### src/rtl/cache_def.sv
// Shared types and constants for the risk-record cache controller.
// Record layout: trade limit in [31:16], accumulated order value in [15:0].
package cache_def;

    localparam int unsigned LINES     = 16;
    localparam int unsigned ADDR_W    = 7;
    localparam int unsigned MEM_DEPTH = 122;
    localparam int unsigned IDX_W     = $clog2(LINES);
    localparam int unsigned TAG_W     = ADDR_W - IDX_W;

    localparam int unsigned MAX_MSB = 31;
    localparam int unsigned MAX_LSB = 16;
    localparam int unsigned ACC_MSB = 15;

    typedef struct packed {
        logic             valid;
        logic [TAG_W-1:0] tag;
        logic [31:0]      data;
    } line_t;

    typedef enum logic [2:0] {
        StIdle,
        StCompare,
        StFetch,
        StWrite,
        StRespond
    } state_e;

    // Mirrors the memory's update rule so a cached line stays identical to memory.
    function automatic logic [31:0] merge_write(input logic [31:0] rec, input logic change_max,
                                                input logic [31:0] wdata);
        logic [31:0] r;
        r = rec;
        if (change_max) begin
            r[MAX_MSB:MAX_LSB] = wdata[MAX_MSB:MAX_LSB];
            r[ACC_MSB]         = 1'b0;
        end else begin
            r[ACC_MSB:0] = rec[ACC_MSB:0] + wdata[ACC_MSB:0];
        end
        return r;
    endfunction

    function automatic logic [15:0] sat_inc(input logic [15:0] v);
        return (v == 16'hFFFF) ? v : v + 16'd1;
    endfunction

endpackage

### src/rtl/risk_cache_ctrl_if.sv
// CPU request/response and upstream memory handshake bundle for risk_cache_ctrl.
// The controller uses the slave view; the surrounding environment uses master.
interface risk_cache_ctrl_if;
    import cache_def::*;

    logic              cpu_req_valid;
    logic              cpu_req_ready;
    logic              cpu_req_rw;
    logic              cpu_req_change_max;
    logic [ADDR_W-1:0] cpu_req_index;
    logic [31:0]       cpu_req_data;
    logic              cpu_res_valid;
    logic [31:0]       cpu_res_data;
    logic              cpu_res_err;

    logic [ADDR_W-1:0] mem_index;
    logic              mem_rw;
    logic [31:0]       mem_data;
    logic              mem_ready;
    logic [31:0]       mem_rdata;
    logic              mem_written;

    modport slave (
        input  cpu_req_valid, cpu_req_rw, cpu_req_change_max, cpu_req_index, cpu_req_data,
        output cpu_req_ready, cpu_res_valid, cpu_res_data, cpu_res_err,
        output mem_index, mem_rw, mem_data,
        input  mem_ready, mem_rdata, mem_written
    );

    modport master (
        output cpu_req_valid, cpu_req_rw, cpu_req_change_max, cpu_req_index, cpu_req_data,
        input  cpu_req_ready, cpu_res_valid, cpu_res_data, cpu_res_err,
        input  mem_index, mem_rw, mem_data,
        output mem_ready, mem_rdata, mem_written
    );

endinterface

### src/rtl/risk_cache_array.sv
// Line storage: one synchronous write port, one combinational read port.
// Only the valid bits are reset, which flash-clears the whole cache.
module risk_cache_array
    import cache_def::*;
(
    input  logic             clk,
    input  logic             rst_n,
    input  logic             we_i,
    input  logic [IDX_W-1:0] waddr_i,
    input  line_t            wline_i,
    input  logic [IDX_W-1:0] raddr_i,
    output line_t            rline_o
);

    logic [LINES-1:0] valid_q;
    logic [TAG_W-1:0] tag_q  [LINES];
    logic [31:0]      data_q [LINES];

    always_ff @(posedge clk or negedge rst_n) begin
        if (!rst_n) begin
            valid_q <= '0;
        end else if (we_i) begin
            valid_q[waddr_i] <= wline_i.valid;
        end
    end

    always_ff @(posedge clk) begin
        if (we_i) begin
            tag_q[waddr_i]  <= wline_i.tag;
            data_q[waddr_i] <= wline_i.data;
        end
    end

    always_comb begin
        rline_o.valid = valid_q[raddr_i];
        rline_o.tag   = tag_q[raddr_i];
        rline_o.data  = data_q[raddr_i];
    end

endmodule

### src/rtl/risk_cache_ctrl.sv
// Direct-mapped write-through cache controller for per-client risk records.
// Define RISK_CACHE_STATS_EN to add saturating hit/miss/write counters.
module risk_cache_ctrl
    import cache_def::*;
(
    input  logic             clk,
    input  logic             rst_n,
    risk_cache_ctrl_if.slave bus
`ifdef RISK_CACHE_STATS_EN
    ,
    output logic [15:0]      stat_hits,
    output logic [15:0]      stat_misses,
    output logic [15:0]      stat_writes
`endif
);

    localparam logic [ADDR_W-1:0] LastIdx = ADDR_W'(MEM_DEPTH - 1);

    state_e            state_q, state_d;
    logic              rw_q, rw_d, cm_q, cm_d, wait_q, wait_d;
    logic              mem_rw_q, mem_rw_d, res_err_q, res_err_d;
    logic [ADDR_W-1:0] idx_q, idx_d, mem_index_q, mem_index_d;
    logic [31:0]       wdata_q, wdata_d, mem_data_q, mem_data_d, res_data_q, res_data_d;

    line_t       rline, wline;
    logic        arr_we, hit, req_err;
    logic [31:0] upd_data;

    risk_cache_array u_array (
        .clk     (clk),
        .rst_n   (rst_n),
        .we_i    (arr_we),
        .waddr_i (idx_q[IDX_W-1:0]),
        .wline_i (wline),
        .raddr_i (idx_q[IDX_W-1:0]),
        .rline_o (rline)
    );

    always_comb begin
        hit      = rline.valid && (rline.tag == idx_q[ADDR_W-1:IDX_W]);
        // A max below 2 would be taken by memory as an accumulate, so reject it here.
        req_err  = (idx_q > LastIdx) ||
                   (rw_q && cm_q && (wdata_q[MAX_MSB:MAX_LSB] < 16'd2));
        upd_data = merge_write(rline.data, cm_q, wdata_q);
    end

    always_comb begin
        state_d     = state_q;
        rw_d        = rw_q;
        cm_d        = cm_q;
        idx_d       = idx_q;
        wdata_d     = wdata_q;
        wait_d      = wait_q;
        mem_rw_d    = mem_rw_q;
        mem_index_d = mem_index_q;
        mem_data_d  = mem_data_q;
        res_err_d   = res_err_q;
        res_data_d  = res_data_q;
        arr_we      = 1'b0;
        wline.valid = 1'b1;
        wline.tag   = idx_q[ADDR_W-1:IDX_W];
        wline.data  = upd_data;

        unique case (state_q)
            StIdle: begin
                if (bus.cpu_req_valid) begin
                    rw_d    = bus.cpu_req_rw;
                    cm_d    = bus.cpu_req_change_max;
                    idx_d   = bus.cpu_req_index;
                    wdata_d = bus.cpu_req_data;
                    state_d = StCompare;
                end
            end
            StCompare: begin
                res_err_d = 1'b0;
                if (req_err) begin
                    res_err_d  = 1'b1;
                    res_data_d = '0;
                    state_d    = StRespond;
                end else if (!rw_q && hit) begin
                    res_data_d = rline.data;
                    state_d    = StRespond;
                end else if (!rw_q) begin
                    mem_index_d = idx_q;
                    wait_d      = 1'b1;
                    state_d     = StFetch;
                end else begin
                    mem_index_d = idx_q;
                    mem_data_d  = cm_q ? {wdata_q[MAX_MSB:MAX_LSB], 16'h0}
                                       : {16'h0, wdata_q[ACC_MSB:0]};
                    mem_rw_d    = 1'b1;
                    wait_d      = 1'b1;
                    state_d     = StWrite;
                end
            end
            StFetch: begin
                if (wait_q) begin
                    wait_d = 1'b0;
                end else if (bus.mem_ready) begin
                    arr_we     = 1'b1;
                    wline.data = bus.mem_rdata;
                    res_data_d = bus.mem_rdata;
                    state_d    = StRespond;
                end
            end
            StWrite: begin
                if (wait_q) begin
                    wait_d = 1'b0;
                end else if (bus.mem_written) begin
                    mem_rw_d = 1'b0;
                    // A miss holds no copy of the record; report what memory presents.
                    res_data_d = hit ? upd_data : bus.mem_rdata;
                    arr_we     = hit;
                    state_d    = StRespond;
                end
            end
            StRespond: state_d = StIdle;
            default:   state_d = StIdle;
        endcase
    end

    always_ff @(posedge clk or negedge rst_n) begin
        if (!rst_n) begin
            state_q     <= StIdle;
            rw_q        <= 1'b0;
            cm_q        <= 1'b0;
            idx_q       <= '0;
            wdata_q     <= '0;
            wait_q      <= 1'b0;
            mem_rw_q    <= 1'b0;
            mem_index_q <= '0;
            mem_data_q  <= '0;
            res_err_q   <= 1'b0;
            res_data_q  <= '0;
        end else begin
            state_q     <= state_d;
            rw_q        <= rw_d;
            cm_q        <= cm_d;
            idx_q       <= idx_d;
            wdata_q     <= wdata_d;
            wait_q      <= wait_d;
            mem_rw_q    <= mem_rw_d;
            mem_index_q <= mem_index_d;
            mem_data_q  <= mem_data_d;
            res_err_q   <= res_err_d;
            res_data_q  <= res_data_d;
        end
    end

    assign bus.cpu_req_ready = (state_q == StIdle) && rst_n;
    assign bus.cpu_res_valid = (state_q == StRespond);
    assign bus.cpu_res_data  = res_data_q;
    assign bus.cpu_res_err   = res_err_q;
    assign bus.mem_index     = mem_index_q;
    assign bus.mem_rw        = mem_rw_q;
    assign bus.mem_data      = mem_data_q;

`ifdef RISK_CACHE_STATS_EN
    logic [15:0] hits_q, misses_q, writes_q;

    always_ff @(posedge clk or negedge rst_n) begin
        if (!rst_n) begin
            hits_q   <= '0;
            misses_q <= '0;
            writes_q <= '0;
        end else if (state_q == StCompare && !req_err) begin
            if (rw_q) begin
                writes_q <= sat_inc(writes_q);
            end else if (hit) begin
                hits_q <= sat_inc(hits_q);
            end else begin
                misses_q <= sat_inc(misses_q);
            end
        end
    end

    assign stat_hits   = hits_q;
    assign stat_misses = misses_q;
    assign stat_writes = writes_q;
`endif

endmodule

### src/flat_wrapper.sv
// flat-port wrapper written by rule: the top's interface ports become plain ports
module risk_cache_ctrl_flat import cache_def::*;
  (clk, rst_n, bus_cpu_req_valid, bus_cpu_req_rw, bus_cpu_req_change_max, bus_cpu_req_index, bus_cpu_req_data, bus_cpu_req_ready, bus_cpu_res_valid, bus_cpu_res_data, bus_cpu_res_err, bus_mem_index, bus_mem_rw, bus_mem_data, bus_mem_ready, bus_mem_rdata, bus_mem_written);
  risk_cache_ctrl_if bus_i ();
  input  logic clk;
  input  logic rst_n;
  input wire logic [$bits(bus_i.cpu_req_valid)-1:0] bus_cpu_req_valid;
  input wire logic [$bits(bus_i.cpu_req_rw)-1:0] bus_cpu_req_rw;
  input wire logic [$bits(bus_i.cpu_req_change_max)-1:0] bus_cpu_req_change_max;
  input wire logic [$bits(bus_i.cpu_req_index)-1:0] bus_cpu_req_index;
  input wire logic [$bits(bus_i.cpu_req_data)-1:0] bus_cpu_req_data;
  output wire logic [$bits(bus_i.cpu_req_ready)-1:0] bus_cpu_req_ready;
  output wire logic [$bits(bus_i.cpu_res_valid)-1:0] bus_cpu_res_valid;
  output wire logic [$bits(bus_i.cpu_res_data)-1:0] bus_cpu_res_data;
  output wire logic [$bits(bus_i.cpu_res_err)-1:0] bus_cpu_res_err;
  output wire logic [$bits(bus_i.mem_index)-1:0] bus_mem_index;
  output wire logic [$bits(bus_i.mem_rw)-1:0] bus_mem_rw;
  output wire logic [$bits(bus_i.mem_data)-1:0] bus_mem_data;
  input wire logic [$bits(bus_i.mem_ready)-1:0] bus_mem_ready;
  input wire logic [$bits(bus_i.mem_rdata)-1:0] bus_mem_rdata;
  input wire logic [$bits(bus_i.mem_written)-1:0] bus_mem_written;
  assign bus_i.cpu_req_valid = bus_cpu_req_valid;
  assign bus_i.cpu_req_rw = bus_cpu_req_rw;
  assign bus_i.cpu_req_change_max = bus_cpu_req_change_max;
  assign bus_i.cpu_req_index = bus_cpu_req_index;
  assign bus_i.cpu_req_data = bus_cpu_req_data;
  assign bus_cpu_req_ready = bus_i.cpu_req_ready;
  assign bus_cpu_res_valid = bus_i.cpu_res_valid;
  assign bus_cpu_res_data = bus_i.cpu_res_data;
  assign bus_cpu_res_err = bus_i.cpu_res_err;
  assign bus_mem_index = bus_i.mem_index;
  assign bus_mem_rw = bus_i.mem_rw;
  assign bus_mem_data = bus_i.mem_data;
  assign bus_i.mem_ready = bus_mem_ready;
  assign bus_i.mem_rdata = bus_mem_rdata;
  assign bus_i.mem_written = bus_mem_written;
  risk_cache_ctrl u_core (.clk(clk), .rst_n(rst_n), .bus(bus_i));
endmodule
### config.mk
export PLATFORM = sky130hd
export DESIGN_NAME = risk_cache_ctrl_flat
export DESIGN_NICKNAME = d
export VERILOG_FILES = /design/src/rtl/cache_def.sv /design/src/rtl/risk_cache_ctrl_if.sv /design/src/rtl/risk_cache_array.sv /design/src/rtl/risk_cache_ctrl.sv /design/src/flat_wrapper.sv
export SDC_FILE = /design/constraint.sdc
export NUM_CORES = 1
export LEC_CHECK = 0
export CORE_ASPECT_RATIO = 1.75
export CORE_MARGIN = 1.5
export CORE_UTILIZATION = 45
export CTS_CLUSTER_DIAMETER = 80
export DETAILED_ROUTE_END_ITERATION = 10
export GPL_ROUTABILITY_DRIVEN = 0
export PLACE_DENSITY = 0.67
export SETUP_SLACK_MARGIN = 0.15
export SLEW_MARGIN = 25
export SYNTH_ARGS = -nofsm -noshare
export SYNTH_HDL_FRONTEND = slang
export SYNTH_SLANG_ARGS = --single-unit
export TNS_END_PERCENT = 100
### constraint.sdc
create_clock -name clk -period 9.1 [get_ports clk]
set_input_delay 2.73 -clock clk [delete_from_list [all_inputs] [get_ports clk]]
set_output_delay 2.73 -clock clk [all_outputs]
set_load 0.02 [all_outputs]
==> run summary <==
Status - complete, no violations
Global-route wire length before repair - 106,000 um
CP top delay family - buffers and inverters
Post-DP HPWL - 44,600 um
Relative slew slack - 0.299
Starting Density - 0.455
Clock root cell - clkbuf_16
Setup violators final - 0
Most frequent cells in the layout - edfxtp_1, mux4_2, clkdlybuf4s50_1
Max cap viols - 0
Die H - 335 um
Synth Area in Compound Gates - 0.0486
I/O Buffers - 152
Leakage - 11.3 nW
Register bit total from synthesis - 694
Post-synth ARST share - 0.193
Power per Cell Area - 409 nW/um^2
Drt first pass iters - 5
Antenna Nets Post-Route - 0
R2R Setup Slk - 3210 ps
Rows - 121
CP arrival - 4120 ps
R2R Path End - u_core.u_array.data_q[7][24]$_DFFE_PP_
Worst Path Max Fanout - 72
Layout cells sized above 1 - 0.242
Post-Synthesis Cells - 1,538
CTS sink count - 694
Final Hold Viols - 0
Most common cell after layout, fill and taps aside - edfxtp_1
Worst Hold Class - flip-flop to flip-flop
Synthesis-to-layout area growth - 17.5%
Post-route cell area - 33,300 um^2
Least-Margin Pin Slew - 1050 ps
DRC viols - 0
Largest family of logic cells by synthesized area - multiplexers
Slowest cell on crit path - clkdlybuf4s50_1
Synthesized cell area - 28,300 um^2
Mapped Nets - 1,632
Io pins - 153
Crit path kind - input pin to primary output
Post-synth EDFFs - 560
Top cells by area, synth - edfxtp_1, mux4_2, dfrtp_1
Post-synthesis adder-cell area fraction - 0.00733
Worst path cell trace - buf_6, and3_1, clkdlybuf4s50_1
Worst Reg2Reg Path Length in Cells - 11
Setup tns final - 0 ps
Final Max Tran Viols - 0
R2R Path Start - u_core.idx_q[0]$_DFFE_PN0P_
Post-Synth Simple-Gate Area - 0.0438
Share of the yosys chip area belonging to registers - 0.712
Die width - 193 um
Post-CTS setup buffer count - 0
CP Launch Point - rst_n
DRT Wirelength - 71,400 um
N_diodes - 0
Maximum vdd drop - 0.290 mV
DR vias/cell - 6.03
Placed cell areas - 31,000 um^2
Crit. End Element - primary output
Worst setup endpoint - bus_cpu_req_ready
Global route total overflow - 0
Layout Skew - 29.4 ps
Mux cell area share after synthesis - 0.168
Fin nets - 1,811
Initial antenna violation count - 0
H-tree depth - 2
Largest net degree at the start of global routing - 87
Core Footprint - 62,200 um^2
Unrepaired setup endpoints after global routing - false
Min Hold Slack - 462 ps
Post-CTS Resized - 0
Worst path required time - 6370 ps
CP max stage delay - 600 ps
Via count - 15.5k
Worst-skew pair later-pin latency - 630 ps
GRT Total Usage - 0.227
XOR/XNOR Fraction of Synth Area - 0.00557
Worst Setup Start Kind - input pin
Drt initial violations - 1,298
Clock slew at reported path FFs - 60 ps
Levels on crit path - 3
Avg Inst Size Synth - 18.4 um^2
Post-synth top area share - 0.594
CP bufs+invs - 2
Crit path time final - 6850 ps
Netlist cell types - 66
Area leader, netlist - edfxtp_1
Period Utilization, post-route - 0.753
Hold_buf cts - 0
Core Util, Final - 0.535
Routed WL per cell - 27.8 um
Syn. warnings - 0
Ys flop type - edfxtp_1
DIE AREA - 64,500 um^2
Max Freq - 146 MHz
Vias in the first global route - 16.3k
TritonCTS clock tree - built
Num CTS Buffers - 61
Clock Path Buffers - 3
## power by group
group	internal, mW	switching, mW	leakage (nW)
sequential	4.97	0.425	6.68
combinational	2.12	3.32	3.57
clock	1.61	1.18	1.04
total	8.70	4.93	11.3
## synthesized netlist by cell type, types with 6 or more instances
cell         n
a211oi_1    21
a21o_1       6
a21oi_1     29
a221oi_1    22
a2bb2oi_1   23
and2_1      15
buf_1       12
buf_2       24
buf_4        7
clkbuf_1    42
dfrtp_1    134
edfxtp_1   560
ha_1        15
inv_1        8
mux2_2      64
mux2i_1     16
mux4_2     172
nand2_1     97
nand2b_1    12
nand3_1      9
nor2_1      80
nor2b_1     14
nor3_1      10
o21ai_0     40
o21bai_1     9
or2_1        8
xor2_1      13
## stage by stage
stage,setup slack [ps],std cells,power [mW]
4_1_cts,2180,2568,13.7
6_report,2250,2569,13.6
3_5_place_dp,2200,2452,10.9
3_3_place_gp,2200,2450,10.7
2_1_floorplan,2940,1538,8.82
5_1_grt,2110,2569,14.3
## kinds of logic (layout without fill, tap and decap cells)
group	Yosys count	after routing
mux	252	252
compound gates	193	193
flops	694	694
simple gates	270	270
xor+xnor	18	18
buf+inv	95	327
fa+ha+maj	16	16
## worst min-delay path by stage
stage	startpoint	endpoint	slack, ps	depth (start not counted)
floorplan	u_core.u_array.valid_q[10]$_DFFE_PN0P_	u_core.u_array.valid_q[10]$_DFFE_PN0P_	430	1
global placement	u_core.u_array.valid_q[10]$_DFFE_PN0P_	u_core.u_array.valid_q[10]$_DFFE_PN0P_	440	1
detailed placement	u_core.u_array.valid_q[3]$_DFFE_PN0P_	u_core.u_array.valid_q[3]$_DFFE_PN0P_	450	1
CTS	u_core.u_array.valid_q[3]$_DFFE_PN0P_	u_core.u_array.valid_q[3]$_DFFE_PN0P_	460	1
global route	u_core.u_array.valid_q[12]$_DFFE_PN0P_	u_core.u_array.valid_q[12]$_DFFE_PN0P_	470	1
finish	u_core.u_array.valid_q[3]$_DFFE_PN0P_	u_core.u_array.valid_q[3]$_DFFE_PN0P_	460	1
## final cells by class
type                       instances  area [um^2]
inverter                           9         33.8
multi-input combinational        749         7920
tap                              799         1000
fill                            4773        28900
clock buffer                      77         1660
clock inverter                    39          510
timing repair buffer             202         1980
sequential                       694        20200
## layer usage
metal	GRT usage	vias up	wire length, um
met5	0	-	0
met4	0.0787	0	2330
met3	0.0279	138	4090
met2	0.396	659	37500
met1	0.290	8160	27600
li1	-	6545	-
## worst register-to-register path: stages, from the launching register on
cell	delay, ps
dfrtp_4	880
buf_4	760
mux4_2	610
xor2_1	150
o22ai_1	230
nand3b_1	290
a2111oi_4	360
buf_4	460
a21o_1	220
nand3_1	390
nor2_4	730
buf_4	470
## registers in the layout, summed over array words and instances, names as in the netlist, 3 cells and up
signal	count
u_core.bus.mem_index	7
u_core.u_array.valid_q	16
u_core.u_array.tag_q	48
u_core.state_q	3
u_core.u_array.data_q	512
u_core.wdata_q	32
u_core.bus.cpu_res_data	32
u_core.idx_q	7
u_core.bus.mem_data	32
(Power assumes the default switching activity.)
